### src/rtl/seven_seg_scanner.sv
// Six-digit multiplexed 7-segment scanner with per-slot blanking and frame snapshots.
// Optional leading-zero blanking is enabled by defining SEVEN_SEG_SCANNER_LZB_EN.
module seven_seg_scanner #(
  parameter int NUM_DIGITS   = 6,
  parameter int REFRESH_DIV  = 1000,
  parameter int BLANK_CYCLES = 8
) (
  input  logic                    clk,
  input  logic                    rst,
  input  logic                    en,
  input  logic [4*NUM_DIGITS-1:0] digits_in,
  input  logic [NUM_DIGITS-1:0]   dp_in,
  output logic [7:0]              seg_out,
  output logic [NUM_DIGITS-1:0]   dig_sel,
  output logic                    frame_start
);

  localparam int CW = $clog2(REFRESH_DIV);
  localparam int IW = (NUM_DIGITS > 1) ? $clog2(NUM_DIGITS) : 1;

  localparam logic [CW-1:0] LAST_CNT  = CW'(REFRESH_DIV - 1);
  localparam logic [CW-1:0] BLANK_CNT = CW'(BLANK_CYCLES);
  localparam logic [IW-1:0] LAST_IDX  = IW'(NUM_DIGITS - 1);

  typedef enum logic [1:0] {
    IDLE,
    BLANK,
    DRIVE
  } state_t;

  state_t                  state;
  logic [CW-1:0]           cnt;
  logic [IW-1:0]           idx;
  logic [4*NUM_DIGITS-1:0] snap_digits;
  logic [NUM_DIGITS-1:0]   snap_dp;

  state_t                  nxt_state;
  logic [CW-1:0]           nxt_cnt;
  logic [IW-1:0]           nxt_idx;
  logic [4*NUM_DIGITS-1:0] nxt_digits;
  logic [NUM_DIGITS-1:0]   nxt_dp;
  logic                    nxt_fs;

  logic [6:0]              sel_abcg;
  logic                    sel_dp;
  logic [NUM_DIGITS-1:0]   sel_onehot;

  function automatic logic [6:0] enc(input logic [3:0] c);
    case (c)
      4'h0: return 7'b1111110;
      4'h1: return 7'b0110000;
      4'h2: return 7'b1101101;
      4'h3: return 7'b1111001;
      4'h4: return 7'b0110011;
      4'h5: return 7'b1011011;
      4'h6: return 7'b1011111;
      4'h7: return 7'b1110000;
      4'h8: return 7'b1111111;
      4'h9: return 7'b1111011;
      4'hA: return 7'b1110111;
      4'hB: return 7'b0011111;
      4'hC: return 7'b1001110;
      4'hD: return 7'b0111101;
      4'hE: return 7'b1001111;
      4'hF: return 7'b1000111;
    endcase
  endfunction

  // Next slot position and snapshot; outputs are derived from these so
  // they line up with the state entered on the same edge.
  always_comb begin
    nxt_state  = state;
    nxt_cnt    = cnt;
    nxt_idx    = idx;
    nxt_digits = snap_digits;
    nxt_dp     = snap_dp;
    nxt_fs     = 1'b0;
    unique case (1'b1)
      !en: begin
        nxt_state = IDLE;
        nxt_cnt   = '0;
        nxt_idx   = '0;
      end
      (en && state == IDLE): begin
        nxt_cnt    = '0;
        nxt_idx    = '0;
        nxt_digits = digits_in;
        nxt_dp     = dp_in;
        nxt_fs     = 1'b1;
        nxt_state  = (BLANK_CYCLES == 0) ? DRIVE : BLANK;
      end
      (en && state != IDLE): begin
        if (cnt == LAST_CNT) begin
          nxt_cnt = '0;
          if (idx == LAST_IDX) begin
            nxt_idx    = '0;
            nxt_digits = digits_in;
            nxt_dp     = dp_in;
            nxt_fs     = 1'b1;
          end else begin
            nxt_idx = idx + 1'b1;
          end
        end else begin
          nxt_cnt = cnt + 1'b1;
        end
        nxt_state = (nxt_cnt < BLANK_CNT) ? BLANK : DRIVE;
      end
    endcase
  end

  always_comb begin
    logic       hi_zero;
    logic [3:0] code;
    sel_abcg   = '0;
    sel_dp     = 1'b0;
    sel_onehot = '0;
    hi_zero    = 1'b1;
    for (int i = NUM_DIGITS - 1; i >= 0; i--) begin
      code = nxt_digits[4*i +: 4];
      if (nxt_idx == IW'(i)) begin
        sel_onehot[i] = 1'b1;
        sel_dp        = nxt_dp[i];
`ifdef SEVEN_SEG_SCANNER_LZB_EN
        sel_abcg = (hi_zero && i != 0 && code == 4'h0) ? 7'b0 : enc(code);
`else
        sel_abcg = enc(code);
`endif
      end
      hi_zero = hi_zero && (code == 4'h0);
    end
  end

  always_ff @(posedge clk or posedge rst) begin
    if (rst) begin
      state       <= IDLE;
      cnt         <= '0;
      idx         <= '0;
      snap_digits <= '0;
      snap_dp     <= '0;
      seg_out     <= '0;
      dig_sel     <= '0;
      frame_start <= 1'b0;
    end else begin
      state       <= nxt_state;
      cnt         <= nxt_cnt;
      idx         <= nxt_idx;
      snap_digits <= nxt_digits;
      snap_dp     <= nxt_dp;
      frame_start <= nxt_fs;
      seg_out     <= (nxt_state == DRIVE) ? {sel_abcg, sel_dp} : 8'h00;
      dig_sel     <= (nxt_state == DRIVE) ? sel_onehot : '0;
    end
  end

endmodule
### config.mk
export PLATFORM = sky130hd
export DESIGN_NAME = seven_seg_scanner
export DESIGN_NICKNAME = d
export VERILOG_FILES = /design/src/rtl/seven_seg_scanner.sv
export SDC_FILE = /design/constraint.sdc
export NUM_CORES = 1
export LEC_CHECK = 0
export ABC_AREA = 1
export BUFFER_PORTS_ARGS = -buffer_cell sky130_fd_sc_hd__clkbuf_2
export CAP_MARGIN = 15
export CORE_MARGIN = 4
export CORE_UTILIZATION = 23
export CTS_CLUSTER_DIAMETER = 100
export DETAILED_ROUTE_END_ITERATION = 16
export GPL_TIMING_DRIVEN = 0
export PLACE_DENSITY = 0.39
export SLEW_MARGIN = 25
export SYNTH_ARGS = -nofsm -noshare
export SYNTH_HDL_FRONTEND = slang
export SYNTH_SLANG_ARGS = --single-unit
### constraint.sdc
create_clock -name clk -period 4.6 [get_ports clk]
set_input_delay 0.23 -clock clk [delete_from_list [all_inputs] [get_ports clk]]
set_output_delay 0.23 -clock clk [all_outputs]
set_load 0.02 [all_outputs]
# After elaboration in Yosys (flattened, before gate mapping)
# Memory sizes are Yosys's and may differ from the RTL's.
# Cells that the tools add are included.
dict set report word_totals {
  regBits 60
  romBits 672
  memories 6
}
# memory words word_bits rd rd_ports_with_merged_regs write_ports line_no
set memory_table {}
lappend memory_table {{(name not given)} 16 7 1 0 0 49} ;# case (c)
lappend memory_table {{(name not given)} 16 7 1 0 0 49}
lappend memory_table {{(name not given)} 16 7 1 0 0 49}
lappend memory_table {{(name not given)} 16 7 1 0 0 49}
lappend memory_table {{(name not given)} 16 7 1 0 0 49}
lappend memory_table {{(name not given)} 16 7 1 0 0 49}
dict set report op_classes {
  add_sub_neg 2
  order_cmp 1
  eq_ne 8
  mux 37
  n_reduce_logical 7
}
# op count
set ops {}
lappend ops {{24-bit 2-to-1 mux} 2}
lappend ops {{24-bit case mux with 2 select lines} 1}
lappend ops {{7-bit 2-to-1 mux} 6}
lappend ops {{10-bit 2-to-1 mux} 2}
lappend ops {{10-bit case mux with 2 select lines} 1}
lappend ops {{6-bit 2-to-1 mux} 3}
lappend ops {{1-bit 2-to-1 mux} 14}
lappend ops {{6-bit case mux with 2 select lines} 1}
lappend ops {{10-bit by 1-bit adder with 10-bit output, second input constant} 1}
lappend ops {{10-bit == test, second input constant} 1}
lappend ops {{10-bit by 4-bit less-than comparator with 1-bit output, second input constant} 1}
lappend ops {{3-bit == test, second input constant} 3}
lappend ops {{8-bit 2-to-1 mux} 1}
lappend ops {{3-bit by 2-bit == test with 1-bit output, second input constant} 2}
lappend ops {{3-bit 2-to-1 mux} 2}
lappend ops {{2-bit case mux with 3 select lines} 1}
lappend ops {{3-bit case mux with 2 select lines} 1}
lappend ops {{3-bit by 1-bit adder with 3-bit output, second input constant} 1}
lappend ops {{3-bit by 1-bit == test with 1-bit output, second input constant} 1}
lappend ops {{3-bit logical NOT} 1}
lappend ops {{2-bit == test, second input constant} 1}
lappend ops {{1-bit logical AND} 2}
lappend ops {{2-bit logical NOT} 1}
lappend ops {{2-bit 2-to-1 mux} 1}
lappend ops {{other kinds (4)} 4}

# Depth between registers and ports, before layout
# Gate-level depths: netlist of the first run.
dict set report logic_depth {
  depth_word 12
  ltp_mapped 23
  ltp_nobuf 22
}

# Least setup slack after synthesis of the first run
# Ideal clock, no wire load.
dict set report synth_path {
  kind {reg2reg}
  startpoint {reg cnt[0]}
  endpoint {reg seg_out[4]}
  setup_ns 0.076
  arrival_ns 2.478
  t_required_ns 4.524
  slack_ns 2.046
  path_stages_with_launch 19
  n_path_buf 2
  path_cell_list {dfrtp_1 ha_1 nand2_1 nor2_1 nand4_4 nand2_4 nand2_8 buf_6 buf_4 o21ai_2 inv_1 ha_1 nor2_1 nor2_1 a21oi_1 nor2_1 nor3_1 nand2_1 o21ai_1}
}
dict set report synth_between {
  elab_cells_between_ends 31
}
# element line_no
set synth_rtl {}
lappend synth_rtl {{start: declaration} 32} ;# logic [CW-1:0] cnt;
lappend synth_rtl {{start signal: assignment} 145} ;# cnt <= nxt_cnt;
lappend synth_rtl {{10-bit == test} 93} ;# if (cnt == LAST_CNT) begin
lappend synth_rtl {{24-bit 2-to-1 mux} 93}
lappend synth_rtl {{24-bit case mux with 2 select lines} 78} ;# unique case (1'b1)
lappend synth_rtl {{via nxt_digits[5]} 40} ;# logic [4*NUM_DIGITS-1:0] nxt_digits;
lappend synth_rtl {{memory 16 x 7 bit} -}
lappend synth_rtl {{7-bit 2-to-1 mux (2 in series)} 120} ;# if (nxt_idx == IW'(i)) begin
lappend synth_rtl {{8-bit 2-to-1 mux} 150} ;# seg_out <= (nxt_state == DRIVE) ? {sel_abcg, sel_dp} : 8'h00;
lappend synth_rtl {{end signal: assignment} 150}
lappend synth_rtl {{end: declaration} 13} ;# output logic [7:0] seg_out,
# The timed path passes the listed nets, and every way through them passes these cells. The select of a mux whose other input is x is not followed.

# Worst setup path after layout of the first run
dict set report layout_path {
  startpoint {reg cnt[0]}
  endpoint {reg seg_out[1]}
}
dict set report layout_between {
  elab_cells_between_ends 31
}
# element line_no
set layout_rtl {}
lappend layout_rtl {{10-bit == test} 93}
lappend layout_rtl {{24-bit 2-to-1 mux} 93}
lappend layout_rtl {{24-bit case mux with 2 select lines} 78}
lappend layout_rtl {{via nxt_digits[16]} 40}
lappend layout_rtl {{memory 16 x 7 bit} -}
lappend layout_rtl {{7-bit 2-to-1 mux (5 in series)} 120}
lappend layout_rtl {{8-bit 2-to-1 mux} 150}
# The timed path passes the listed nets, and every way through them passes these cells. The select of a mux whose other input is x is not followed.

==> results of run 1 <==
-- layer usage --
metal / vias up / track usage / routed length, um
li1: 2061 / - / -
met2: 56 / 0.2064 / 6307
met3: 5 / 0.03230 / 530
met5: - / 0 / 0
met4: 0 / 0.02263 / 96
met1: 1839 / 0.1483 / 5577
-- worst reg2reg max path, delay by kind of cell, from the launching register on --
| kind | cells | cell delay, ps |
|---|---|---|
| AOI/OAI and AO/OA | 2 | 300 |
| and+or+nand+nor | 16 | 1560 |
| DFF | 1 | 380 |
| buffers and inverters | 3 | 500 |
| adders and majority gates | 2 | 390 |
-- area by class of cell --
| cell class | count | area (um^2) | area share |
|---|---|---|---|
| Buffer | 7 | 71.32 | 0.01307 |
| Clock buffer | 9 | 225.2 | 0.04128 |
| Clock inverter | 7 | 98.84 | 0.01812 |
| Inverter | 86 | 334.1 | 0.06124 |
| Multi-Input combinational cell | 446 | 2625 | 0.4812 |
| Sequential cell | 60 | 1501 | 0.2752 |
| Tap cell | 265 | 331.6 | 0.06078 |
| Timing Repair Buffer | 48 | 267.8 | 0.04908 |
-- cells in the final DEF (no fill, tap or decap), types with 11 or more instances in the layout --
cell type and n:
sky130_fd_sc_hd__nand2_2 14, sky130_fd_sc_hd__o21ai_0 36, sky130_fd_sc_hd__o21ai_2 11, sky130_fd_sc_hd__inv_1 69, sky130_fd_sc_hd__o21ai_1 12, sky130_fd_sc_hd__clkbuf_2 46, sky130_fd_sc_hd__nand2_1 139, sky130_fd_sc_hd__inv_2 12
sky130_fd_sc_hd__o211ai_1 16, sky130_fd_sc_hd__dfrtp_1 60, sky130_fd_sc_hd__nor2_1 56, sky130_fd_sc_hd__ha_1 35, sky130_fd_sc_hd__nand3_1 58, sky130_fd_sc_hd__a21oi_1 15
-- synth_stat cells (2+ instances only) --
library cell	number	area share
sky130_fd_sc_hd__nand2_1	139	0.12
sky130_fd_sc_hd__inv_1	70	0.058
sky130_fd_sc_hd__dfrtp_1	60	0.33
sky130_fd_sc_hd__nand3_1	58	0.064
sky130_fd_sc_hd__nor2_1	56	0.046
sky130_fd_sc_hd__o21ai_0	36	0.040
sky130_fd_sc_hd__ha_1	35	0.097
sky130_fd_sc_hd__o211ai_1	16	0.027
sky130_fd_sc_hd__a21oi_1	15	0.017
sky130_fd_sc_hd__nand2_2	14	0.019
sky130_fd_sc_hd__inv_2	12	0.0099
sky130_fd_sc_hd__o21ai_1	12	0.013
sky130_fd_sc_hd__o21ai_2	11	0.021
sky130_fd_sc_hd__nor2_4	8	0.020
sky130_fd_sc_hd__o21ai_4	6	0.022
sky130_fd_sc_hd__nand2_4	4	0.0099
sky130_fd_sc_hd__nor3_1	4	0.0044
sky130_fd_sc_hd__or2_1	4	0.0055
sky130_fd_sc_hd__a31oi_1	3	0.0041
sky130_fd_sc_hd__buf_4	3	0.0050
sky130_fd_sc_hd__buf_6	3	0.0075
sky130_fd_sc_hd__inv_4	3	0.0041
sky130_fd_sc_hd__nand4_1	3	0.0041
sky130_fd_sc_hd__nor2_2	3	0.0041
sky130_fd_sc_hd__a21oi_2	2	0.0039
sky130_fd_sc_hd__nand3b_1	2	0.0033
sky130_fd_sc_hd__nand4_4	2	0.0094
sky130_fd_sc_hd__nor2_8	2	0.0088
sky130_fd_sc_hd__o2111ai_1	2	0.0039
sky130_fd_sc_hd__o22ai_1	2	0.0028
sky130_fd_sc_hd__or2_2	2	0.0028
-- power groups by stage --
| stage | logic (mW) | clock network [mW] | registers, mW |
|---|---|---|---|
| after CTS | 0.432 | 0.777 | 0.580 |
| after global placement | 0.428 | 0 | 0.589 |
| after floorplan | 0.325 | 0 | 0.587 |
| after detailed placement | 0.429 | 0 | 0.590 |
| after global routing | 0.495 | 0.805 | 0.584 |
| final | 0.429 | 0.750 | 0.580 |
-- kinds of logic (layout without fill, tap and decap cells) --
family / after synthesis / in the layout / synth area share
buffers and inverters: 93 / 157 / 0.08895
AOI/OAI and AO/OA: 107 / 107 / 0.1569
DFF: 60 / 60 / 0.3315
adders and majority gates: 35 / 35 / 0.09669
and+or+nand+nor: 303 / 303 / 0.3240
xor gates and xnor gates: 1 / 1 / 0.001934
-- registers in the layout, summed over array words and instances, names as in the netlist --
| name | cells |
|---|---|
| snap_digits | 24 |
| idx | 3 |
| snap_dp | 6 |
| seg_out | 8 |
| state | 2 |
| cnt | 10 |
| dig_sel | 6 |
| frame_start | 1 |
-- through the flow --
| stage | setup slack, ps | util | std cells | power [mW] | hold slack (ps) |
|---|---|---|---|---|---|
| detailed placement | 1332 | 0.2640 | 911 | 1.019 | 151.0 |
| floorplan | 2046 | - | 599 | 0.9124 | 361.4 |
| CTS | 1288 | 0.2812 | 928 | 1.789 | 118.2 |
| global placement | 1323 | 0.2624 | 910 | 1.016 | 449.6 |
| finish | 1396 | 0.2812 | 928 | 1.759 | 126.1 |
| global route | 991.3 | 0.2812 | 928 | 1.885 | 127.9 |
-- timing repair --
action	CTS	global route
hold endpoints to repair	10	0
setup endpoints to repair	0	0
gates resized for setup	0	0
hold buffers	1	0
-- worst min path at each step --
stage	to	slack [ps]
5_1_grt	snap_dp[5]$_DFF_PP0_	130
2_1_floorplan	snap_dp[3]$_DFF_PP0_	360
4_1_cts	snap_dp[0]$_DFF_PP0_	120
6_report	snap_dp[0]$_DFF_PP0_	130
3_3_place_gp	cnt[0]$_DFF_PP0_	450
3_5_place_dp	cnt[3]$_DFF_PP0_	150
==> results.txt, run 1 <==
----------------------------------------------------
[Run status]
  Result of the run ... finished, final reports clean

[Setup path]
  Source of the critical timing path ... cnt[0]$_DFF_PP0_
  Number of buffers and inverters on the critical path ... 3
  Critical register-to-register path startpoint ... cnt[0]$_DFF_PP0_
  FF-to-FF End ... seg_out[1]$_DFF_PP0_
  Peak per-stage delay on the critical path ... 380 ps
  Peak fanout along the critical path ... 10
  CP max-delay cell ... sky130_fd_sc_hd__dfrtp_1
  Data required time at the worst endpoint ... 4850 ps
  Worst Setup End Kind ... flop
  Path length in cells of the critical path ... 23
  Critical path capture point ... seg_out[1]$_DFF_PP0_
  Kind of start point of the critical path ... flop
  Data arrival, critical path ... 3460 ps
  Setup CP Type ... reg -> reg
  Cell family contributing the most delay on the critical path ... simple AND/OR/NAND/NOR gates
  Length in cells of the worst reg-to-reg path ... 23
  Crit-path cells ... ha_1, nand2_1, nor2_2, nand4_4, nand2_4, buf_4, nand2_1, o21ai_2, inv_1, ha_1, inv_1, nand3_1, nand2_1, nor2_1, nor2_1, nor2_1, nand2_1, nand2_1, nand2_1, nand2_1, nand2_1, nand2_1, a21oi_1
  Most numerous cell on the critical path ... sky130_fd_sc_hd__nand2_1
  Worst-case register-to-register setup slack ... 1400 ps

[Power]
  Clock network fraction of design power ... 0.426
  Sequential cell fraction of total power ... 0.330
  PD cells ... 322.5 mW/mm^2
  Leakage power ... 2.648 nW
  Share of total power consumed by net switching ... 0.3246
  Worst VDD drop ... 0.0001668 V
  Internal power component ... 1.188 mW
  Switching component of the power ... 571.0 uW
  Combinational fraction of design power ... 0.244

[Placed design]
  Half-perimeter wire length after detailed placement ... 9779 um
  Placed cell area ... 0.005121 mm^2
  Global placer's final weighted congestion ... 0.8300
  Number of buffers added on ports ... 46

[Yosys]
  Post-synthesis average cell area ... 7.562 um^2
  Number of warning messages in the yosys log ... 0
  Number of enable flip-flop cells after synthesis ... 0
  Count of distinct cell types in the synthesized netlist ... 38
  Post-Syn Area ... 0.004529 mm^2
  Synthesis-stage register bit count ... 60
  Post-synth net total ... 667
  Gate count of the mapped netlist ... 599
  Register area share after synthesis ... 0.3315
  Fraction of registers with async set/reset ... 1.000
  Most used DFF post-synth ... sky130_fd_sc_hd__dfrtp_1

[CTS]
  Total number of H-tree levels ... 3
  Insertion delay of the later-clocked pin in the worst-skew pair ... 340 ps
  Clock tree from TritonCTS ... yes
  Total CTS buffers ... 9
  CTS sink cnt ... 60
  Maximum clock insertion buffer count ... 2
  Register clock-pin slew on the reported worst setup and hold paths ... 60 ps
  Setup repair bufs after CTS ... 0
  Clock root cell ... sky130_fd_sc_hd__clkbuf_16

[Route]
  Via count ... 3,961
  Total wire length ... 12,510 um
  DRT iter0 DRCs ... 218
  First-pass iteration count of the detailed router ... 5
  Remaining routing DRC violations ... 0
  Mean number of vias per cell ... 4.268
  Antenna violation net count after detailed routing ... 0
  Wirelength per Cell ... 13.48 um

[Cells and area]
  Total Nets Final ... 726
  Share of post-route cells with drive strength above 1 ... 0.2157
  Area growth, synth to finish ... 20.44%
  Antenna diode count ... 0
  Final design instance area without fill ... 0.005455 mm^2
  Fillcell total ... 2,187

[Timing]
  Max Clock Skew ... 8.314 ps
  Worst Tran Pin Value ... 533.7 ps
  Ratio of final minimum period to clock period ... 0.6966
  Worst slew slack as a fraction of its limit ... 0.6418
  Setup Viol. Count Final ... 0
  Max Fclk ... 312.1 MHz
  Shortest period the worst path allows ... 3204 ps
  Final hold viol count ... 0
  Sum of negative setup slack ... 0 ps
  Number of pins with negative max-slew slack in the final report ... 0
  RSZ-0062 raised after global routing ... false

[Floorplanning]
  Floorplan row count ... 51
  # IOs ... 48
  Starting Density ... 0.2335
  Die width ... 148.3 um
  CORE AREA ... 0.01940 mm^2
  Die Y ... 148.3 um
  Die Area ... 0.02200 mm^2

[GRT]
  Pin count of the biggest net entering global routing ... 51
  First-pass GRT wire length ... 20,540 um
  Global-route congestion overflow total ... 0
  Vias in the first global route ... 3,997
  Antenna violations before repair ... 0
  GRT Util Overall ... 0.1185

[Min path]
  Beginning of the worst hold path ... dp_in[0]
  Number of cells on the worst hold path ... 3
  Tightest Hold Check Type ... in -> reg

[Job]
  # Max-Cap Violations ... 0

----------------------------------------------------
(Power assumes the default switching activity.)
==> run 2: changes to the inputs <==
clock period = 2.95 ns   (was 4.6 ns; I/O delays follow)
==> results.txt, run 2 (synthesis gave the netlist of run 1 again) <==
----------------------------------------------------
[GRT]
  Antenna violations before repair ... 0 (unchanged)
  Pin count of the biggest net entering global routing ... 51 (unchanged)
  Global-route congestion overflow total ... 0 (unchanged)
  First-pass GRT wire length ... 20,770 um (was 20,540 um)
  Vias in the first global route ... 4,051 (was 3,997)
  GRT Util Overall ... 0.1198 (was 0.1185)

[Route]
  First-pass iteration count of the detailed router ... 4 (was 5)
  Antenna violation net count after detailed routing ... 0 (unchanged)
  DRT iter0 DRCs ... 218 (unchanged)
  Wirelength per Cell ... 13.46 um (was 13.48 um)
  Remaining routing DRC violations ... 0 (unchanged)
  Mean number of vias per cell ... 4.303 (was 4.268)
  Via count ... 4,109 (was 3,961)
  Total wire length ... 12,850 um (was 12,510 um)

[CTS]
  Insertion delay of the later-clocked pin in the worst-skew pair ... 340 ps (about the same)
  Total CTS buffers ... 9 (unchanged)
  Total number of H-tree levels ... 3 (unchanged)
  Clock root cell ... sky130_fd_sc_hd__clkbuf_16 (unchanged)
  Clock tree from TritonCTS ... yes (unchanged)
  Maximum clock insertion buffer count ... 2 (unchanged)
  Register clock-pin slew on the reported worst setup and hold paths ... 60 ps (about the same)
  CTS sink cnt ... 60 (unchanged)

[Setup path]
  Crit-path cells ... ha_4, nand2_4, nor2_4, nand4_4, nand2_8, clkbuf_16, buf_4, or2_2, o21ai_2, inv_1, ha_1, o21ai_1, o22ai_1, nand2_1, nand2_1, nor2_1 (was ha_1, nand2_1, nor2_2, nand4_4, nand2_4, buf_4, nand2_1, o21ai_2, inv_1, ha_1, inv_1, nand3_1, nand2_1, nor2_1, nor2_1, nor2_1, nand2_1, nand2_1, nand2_1, nand2_1, nand2_1, nand2_1, a21oi_1)
  Most numerous cell on the critical path ... sky130_fd_sc_hd__nand2_1 (unchanged)
  Setup CP Type ... reg -> reg (unchanged)
  Worst Setup End Kind ... flop (unchanged)
  Data arrival, critical path ... 3010 ps (was 3460 ps)
  Kind of start point of the critical path ... flop (unchanged)
  Number of buffers and inverters on the critical path ... 3 (unchanged)
  Peak fanout along the critical path ... 7 (was 10)
  Data required time at the worst endpoint ... 3210 ps (was 4850 ps)
  Peak per-stage delay on the critical path ... 420 ps (was 380 ps)
  Cell family contributing the most delay on the critical path ... simple AND/OR/NAND/NOR gates (unchanged)
  CP max-delay cell ... sky130_fd_sc_hd__dfrtp_1 (unchanged)

[Power]
  Overall power after layout ... 2.835 mW (was 1.759 mW)
  Leakage power ... 2.815 nW (was 2.648 nW)
  Worst VDD drop ... 0.0002591 V (was 0.0001668 V)
  PD cells ... 488.5 mW/mm^2 (was 322.5 mW/mm^2)

[Timing]
  Final hold viol count ... 0 (unchanged)
  Worst Tran Pin Value ... 518.3 ps (was 533.7 ps)
  Worst slew slack as a fraction of its limit ... 0.6522 (was 0.6418)
  Setup Viol. Count Final ... 0 (unchanged)
  Sum of negative setup slack ... 0 ps (unchanged)
  Worst Setup Slack, final ... 202.4 ps (was 1396 ps)
  Ratio of final minimum period to clock period ... 0.9314 (was 0.6966)
  Number of pins with negative max-slew slack in the final report ... 0 (unchanged)
  Max Fclk ... 364.0 MHz (was 312.1 MHz)
  Shortest period the worst path allows ... 2748 ps (was 3204 ps)
  RSZ-0062 raised after global routing ... true (was false)
  Max Clock Skew ... 8.601 ps (was 8.314 ps)

[Cells and area]
  Total Nets Final ... 753 (was 726)
  Reg with most FFs ... snap_digits (unchanged)
  Most frequent cells in the layout ... 135 x sky130_fd_sc_hd__nand2_1, 65 x sky130_fd_sc_hd__inv_1, 59 x sky130_fd_sc_hd__dfrtp_1, 58 x sky130_fd_sc_hd__nand3_1, 55 x sky130_fd_sc_hd__nor2_1 (was 139 x sky130_fd_sc_hd__nand2_1, 69 x sky130_fd_sc_hd__inv_1, 60 x sky130_fd_sc_hd__dfrtp_1, 58 x sky130_fd_sc_hd__nand3_1, 56 x sky130_fd_sc_hd__nor2_1)
  Number of standard cells in the final layout excluding fillers ... 955 (was 928)
  Flip-flop count of the largest register, all copies and words added ... 24 (unchanged)
  Final design instance area without fill ... 0.005804 mm^2 (was 0.005455 mm^2)
  Area growth, synth to finish ... 28.15% (was 20.44%)
  Share of post-route cells with drive strength above 1 ... 0.2681 (was 0.2157)
  Regs by FF count ... snap_digits (24), cnt (10), seg_out (8) (unchanged)
  Leading cell type in the layout, fill and taps excluded ... sky130_fd_sc_hd__nand2_1 (unchanged)
  Antenna diode count ... 0 (unchanged)

[Floorplanning]
  # IOs ... 48 (unchanged)
  Starting Density ... 0.2335 (unchanged)
  CORE AREA ... 0.01940 mm^2 (unchanged)
  Die Y ... 148.3 um (unchanged)
  Die width ... 148.3 um (unchanged)
  Floorplan row count ... 51 (unchanged)
  Die Area ... 0.02200 mm^2 (unchanged)

[Job]
  # Max-Cap Violations ... 0 (unchanged)

[Placed design]
  Number of placed cells counting well taps ... 911 (unchanged)
  Placed cell area ... 0.005121 mm^2 (unchanged)
  Half-perimeter wire length after detailed placement ... 9779 um (unchanged)
  Worst slack at placement ... -318.0 ps (was 1332 ps)
  Number of buffers added on ports ... 46 (unchanged)
  Global placer's final weighted congestion ... 0.8300 (unchanged)

[Min path]
  Tightest Hold Check Type ... in -> reg (unchanged)

[Run status]
  Result of the run ... finished, final reports clean (unchanged)

----------------------------------------------------
## run 2: cell types whose count changed in the layout (fill, tap and decap cells not counted), moves of 2 or more
cell,before,now
sky130_fd_sc_hd__buf_12,0,2
sky130_fd_sc_hd__nand2_1,139,135
sky130_fd_sc_hd__a21oi_1,15,13
sky130_fd_sc_hd__inv_1,69,65
sky130_fd_sc_hd__nand2_2,14,17
sky130_fd_sc_hd__buf_4,3,28
sky130_fd_sc_hd__nor2_4,8,10
sky130_fd_sc_hd__a21oi_2,2,4
sky130_fd_sc_hd__o21ai_2,11,6
sky130_fd_sc_hd__inv_2,12,16
sky130_fd_sc_hd__o21ai_4,6,12
## run 2: per-layer routing
metal	GRT usage	up-vias	part of all wire
met4	0.02263	0	0.0069
met1	0.1506	1935	0.46
met5	0	-	0
met3	0.03230	5	0.033
li1	-	2117	-
met2	0.2083	52	0.50
## run 2: final cells by class
type | instances | area, um^2
inverters | 86 | 334.1
repair buffers | 76 | 495.5
well taps | 265 | 331.6
clock inverters | 7 | 98.84
multi-input cells | 446 | 2735
clock buffers | 9 | 225.2
flip-flops and latches | 60 | 1503
plain buffers | 6 | 81.33
fillers | 2180 | 13590
## run 2: final timing paths
path | endpoint | slack, ps | cells after the start | startpoint
max in group asynchronous | snap_digits[13]$_DFF_PP0_ | 2200 | 4 | rst
max | seg_out[7]$_DFF_PP0_ | 200 | 16 | cnt[0]$_DFF_PP0_
max reg2reg | seg_out[7]$_DFF_PP0_ | 200 | 16 | cnt[0]$_DFF_PP0_
min reg2reg | snap_dp[4]$_DFF_PP0_ | 480 | 2 | snap_dp[4]$_DFF_PP0_
min in group asynchronous | cnt[2]$_DFF_PP0_ | 260 | 3 | rst
min | snap_dp[0]$_DFF_PP0_ | 40 | 3 | dp_in[0]
## run 2: worst min-delay path: stages
cell,delay [ps]
sky130_fd_sc_hd__clkbuf_2,80
sky130_fd_sc_hd__nand2_1,40
sky130_fd_sc_hd__nand2_1,80
## run 2: what timing repair did
action | in CTS | in global routing
hold endpoints to repair | 33 | 0
resized for setup | 14 | 18
pin swaps | 3 | 10
setup buffers | 6 | 21
cloned | 0 | 1
endpoints found under the setup margin | 7 | 7
hold buffers | 1 | 0
## run 2: through the flow
step / hold slack, ps / utilization
finish: 44.53 / 0.2992
floorplan: 278.9 / -
CTS: 35.74 / 0.2864
global placement: 401.9 / 0.2624
detailed placement: 68.49 / 0.2640
global route: 45.44 / 0.2992
## run 2: report_power, final
| part | switching, mW | internal (mW) | total, mW |
|---|---|---|---|
| logic | 0.471 | 0.286 | 0.757 |
| clock network | 0.425 | 0.745 | 1.17 |
| registers | 0.0234 | 0.885 | 0.909 |
==> run 3: changes to the inputs <==
CAP_MARGIN = default   (was 15)
GPL_TIMING_DRIVEN = default   (was 0)
SETUP_SLACK_MARGIN = 0.3   (was default)
==> results.txt, run 3 (synthesis gave the netlist of run 1 again) <==
----------------------------------------------------
[Timing]
  Max Clock Skew ... 7.847 ps (was 8.601 ps)
  Worst slew slack as a fraction of its limit ... 0.4133 (was 0.6522)
  Max Fclk ... 389.9 MHz (was 364.0 MHz)
  Ratio of final minimum period to clock period ... 0.8694 (was 0.9314)
  Shortest period the worst path allows ... 2565 ps (was 2748 ps)
  Fin Hold WS ... -16.13 ps (was 44.53 ps)
  Worst Tran Pin Value ... 878.8 ps (was 518.3 ps)
  Number of pins with negative max-slew slack in the final report ... 0 (unchanged)
  Setup Viol. Count Final ... 0 (unchanged)
  Final hold viol count ... 29 (was 0)
  Worst Setup Slack, final ... 385.3 ps (was 202.4 ps)
  RSZ-0062 raised after global routing ... true (unchanged)

[Placed design]
  Number of buffers added on ports ... 47 (was 46)
  Worst slack at placement ... -22.04 ps (was -318.0 ps)
  Global placer's final weighted congestion ... 0.8546 (was 0.8300)
  Placed cell area ... 0.005122 mm^2 (was 0.005121 mm^2)
  Half-perimeter wire length after detailed placement ... 10,220 um (was 9779 um)

[Setup path]
  Data arrival, critical path ... 2780 ps (was 3010 ps)
  Worst Setup End Kind ... flop (unchanged)
  Length in cells of the worst reg-to-reg path ... 16 (unchanged)
  Kind of start point of the critical path ... flop (unchanged)
  FF-to-FF End ... seg_out[4]$_DFF_PP0_ (was seg_out[7]$_DFF_PP0_)
  Setup CP Type ... reg -> reg (unchanged)
  Critical register-to-register path startpoint ... cnt[1]$_DFF_PP0_ (was cnt[0]$_DFF_PP0_)
  Crit-path cells ... ha_4, nand2_4, nor2_4, nand4_4, nand2_8, buf_4, or2_4, o21ai_4, buf_4, ha_4, nor2_2, o21ai_1, o21ai_1, nand3b_1, nand2_1, o21ai_1 (was ha_4, nand2_4, nor2_4, nand4_4, nand2_8, clkbuf_16, buf_4, or2_2, o21ai_2, inv_1, ha_1, o21ai_1, o22ai_1, nand2_1, nand2_1, nor2_1)
  Data required time at the worst endpoint ... 3170 ps (was 3210 ps)
  Number of buffers and inverters on the critical path ... 2 (was 3)
  Cell family contributing the most delay on the critical path ... simple AND/OR/NAND/NOR gates (unchanged)
  Most numerous cell on the critical path ... sky130_fd_sc_hd__o21ai_1 (was sky130_fd_sc_hd__nand2_1)
  Worst-case register-to-register setup slack ... 390 ps (was 200 ps)
  Peak fanout along the critical path ... 6 (was 7)
  Peak per-stage delay on the critical path ... 390 ps (was 420 ps)
  CP max-delay cell ... sky130_fd_sc_hd__dfrtp_1 (unchanged)

[Cells and area]
  Final design instance area without fill ... 0.006020 mm^2 (was 0.005804 mm^2)
  Total Nets Final ... 766 (was 753)
  Area growth, synth to finish ... 32.90% (was 28.15%)
  Most frequent cells in the layout ... 132 x sky130_fd_sc_hd__nand2_1, 59 x sky130_fd_sc_hd__inv_1, 59 x sky130_fd_sc_hd__dfrtp_1, 54 x sky130_fd_sc_hd__nand3_1, 52 x sky130_fd_sc_hd__nor2_1 (was 135 x sky130_fd_sc_hd__nand2_1, 65 x sky130_fd_sc_hd__inv_1, 59 x sky130_fd_sc_hd__dfrtp_1, 58 x sky130_fd_sc_hd__nand3_1, 55 x sky130_fd_sc_hd__nor2_1)
  Share of post-route cells with drive strength above 1 ... 0.3158 (was 0.2681)
  Antenna diode count ... 0 (unchanged)
  Reg with most FFs ... snap_digits (unchanged)
  Leading cell type in the layout, fill and taps excluded ... sky130_fd_sc_hd__nand2_1 (unchanged)
  Regs by FF count ... snap_digits (24), cnt (10), seg_out (8) (unchanged)
  Flip-flop count of the largest register, all copies and words added ... 24 (unchanged)
  Final core area utilization ... 0.3103 (was 0.2992)

[Power]
  Worst VDD drop ... 0.0002646 V (was 0.0002591 V)
  Combinational fraction of design power ... 0.281 (was 0.267)
  Switching component of the power ... 933.7 uW (was 919.3 uW)
  Clock network fraction of design power ... 0.410 (was 0.413)
  Leakage power ... 2.879 nW (was 2.815 nW)
  Internal power component ... 2.011 mW (was 1.916 mW)
  PD cells ... 489.3 mW/mm^2 (was 488.5 mW/mm^2)
  Share of total power consumed by net switching ... 0.3170 (was 0.3242)
  Sequential cell fraction of total power ... 0.309 (was 0.320)

[Route]
  First-pass iteration count of the detailed router ... 5 (was 4)
  Via count ... 4,315 (was 4,109)
  Total wire length ... 13,890 um (was 12,850 um)
  Antenna violation net count after detailed routing ... 0 (unchanged)
  DRT iter0 DRCs ... 207 (was 218)
  Wirelength per Cell ... 14.35 um (was 13.46 um)
  Mean number of vias per cell ... 4.458 (was 4.303)
  Remaining routing DRC violations ... 0 (unchanged)

[Floorplanning]
  CORE AREA ... 0.01940 mm^2 (unchanged)
  Floorplan row count ... 51 (unchanged)
  Die Area ... 0.02200 mm^2 (unchanged)
  Die Y ... 148.3 um (unchanged)
  # IOs ... 48 (unchanged)
  Die width ... 148.3 um (unchanged)
  Starting Density ... 0.2335 (unchanged)

[Run status]
  Failing checks ... hold timing
  Result of the run ... complete, but fails checks (was finished, final reports clean)

[CTS]
  Maximum clock insertion buffer count ... 2 (unchanged)
  Insertion delay of the later-clocked pin in the worst-skew pair ... 340 ps (about the same)
  Clock root cell ... sky130_fd_sc_hd__clkbuf_16 (unchanged)
  Total CTS buffers ... 9 (unchanged)
  Register clock-pin slew on the reported worst setup and hold paths ... 60 ps (about the same)
  Clock tree from TritonCTS ... yes (unchanged)
  CTS sink cnt ... 60 (unchanged)
  Total number of H-tree levels ... 3 (unchanged)

[GRT]
  Antenna violations before repair ... 0 (unchanged)
  Global-route congestion overflow total ... 0 (unchanged)
  Pin count of the biggest net entering global routing ... 39 (was 51)
  GRT Util Overall ... 0.1255 (was 0.1198)
  First-pass GRT wire length ... 21,710 um (was 20,770 um)
  Vias in the first global route ... 4,266 (was 4,051)

[Min path]
  Tightest Hold Check Type ... in -> async (was in -> reg)

[Job]
  # Max-Cap Violations ... 0 (unchanged)

----------------------------------------------------
-- run 3: cell count changes in the layout (fill, tap and decap cells not counted), moves of 3 or more --
cell and delta:
sky130_fd_sc_hd__ha_1 -5, sky130_fd_sc_hd__nand2_1 -3, sky130_fd_sc_hd__inv_1 -6, sky130_fd_sc_hd__ha_4 +4, sky130_fd_sc_hd__nand3_2 +4, sky130_fd_sc_hd__nand2_4 +3, sky130_fd_sc_hd__inv_2 +6, sky130_fd_sc_hd__nor2_1 -3
sky130_fd_sc_hd__nand3_1 -4, sky130_fd_sc_hd__buf_4 +13, sky130_fd_sc_hd__o21ai_0 -3, sky130_fd_sc_hd__clkbuf_8 +3
-- run 3: how the worst max path moves through the flow --
| stage | depth (start not counted) | slack (ps) | from | to |
|---|---|---|---|---|
| after floorplan | 18 | 400 | cnt[0]$_DFF_PP0_ | seg_out[4]$_DFF_PP0_ |
| after global placement | 18 | 60 | cnt[0]$_DFF_PP0_ | seg_out[4]$_DFF_PP0_ |
| final | 16 | 390 | cnt[1]$_DFF_PP0_ | seg_out[4]$_DFF_PP0_ |
| after global routing | 16 | 160 | cnt[1]$_DFF_PP0_ | seg_out[2]$_DFF_PP0_ |
| after CTS | 20 | 300 | state[1]$_DFF_PP0_ | seg_out[1]$_DFF_PP0_ |
| after detailed placement | 18 | -20 | cnt[0]$_DFF_PP0_ | seg_out[4]$_DFF_PP0_ |
-- run 3: repair_timing --
| item | CTS | global route |
|---|---|---|
| setup endpoints to repair | 7 | 8 |
| hold buffers | 0 | 0 |
| pin swaps | 5 | 19 |
| resized for setup | 21 | 49 |
| setup buffers | 11 | 22 |
| hold endpoints to repair | 0 | 0 |
| cloned | 1 | 1 |
-- run 3: routing by layer --
layer | global-route usage | routed length, um | vias up
li1 | - | - | 2143
met1 | 0.1538 | 5978 | 2057
met2 | 0.2174 | 7140 | 90
met3 | 0.02346 | 426 | 25
met4 | 0.05035 | 340 | 0
met5 | 0 | 0 | -
-- run 3: metrics by stage --
stage	power (mW)	TNS (ps)	cells
6_report	2.945	0	968
4_1_cts	2.886	0	945
3_3_place_gp	1.600	0	917
2_1_floorplan	1.423	0	599
5_1_grt	3.138	0	968
3_5_place_dp	1.601	-22.04	917
-- run 3: power by group through the flow --
stage | clock, mW | sequential [mW] | combinational (mW)
final | 1.21 | 0.909 | 0.827
after global routing | 1.29 | 0.915 | 0.937
after CTS | 1.25 | 0.907 | 0.731
after detailed placement | 0 | 0.919 | 0.682
after global placement | 0 | 0.921 | 0.680
after floorplan | 0 | 0.916 | 0.507
-- run 3: final cells by class --
class / count / area (um^2)
Tap cell: 265 / 331.6
Clock buffer: 13 / 270.3
Timing Repair Buffer: 93 / 615.6
Sequential cell: 60 / 1503
Inverter: 86 / 335.3
Multi-Input combinational cell: 448 / 2897
Clock inverter: 3 / 67.56
Fill cell: 2130 / 13380
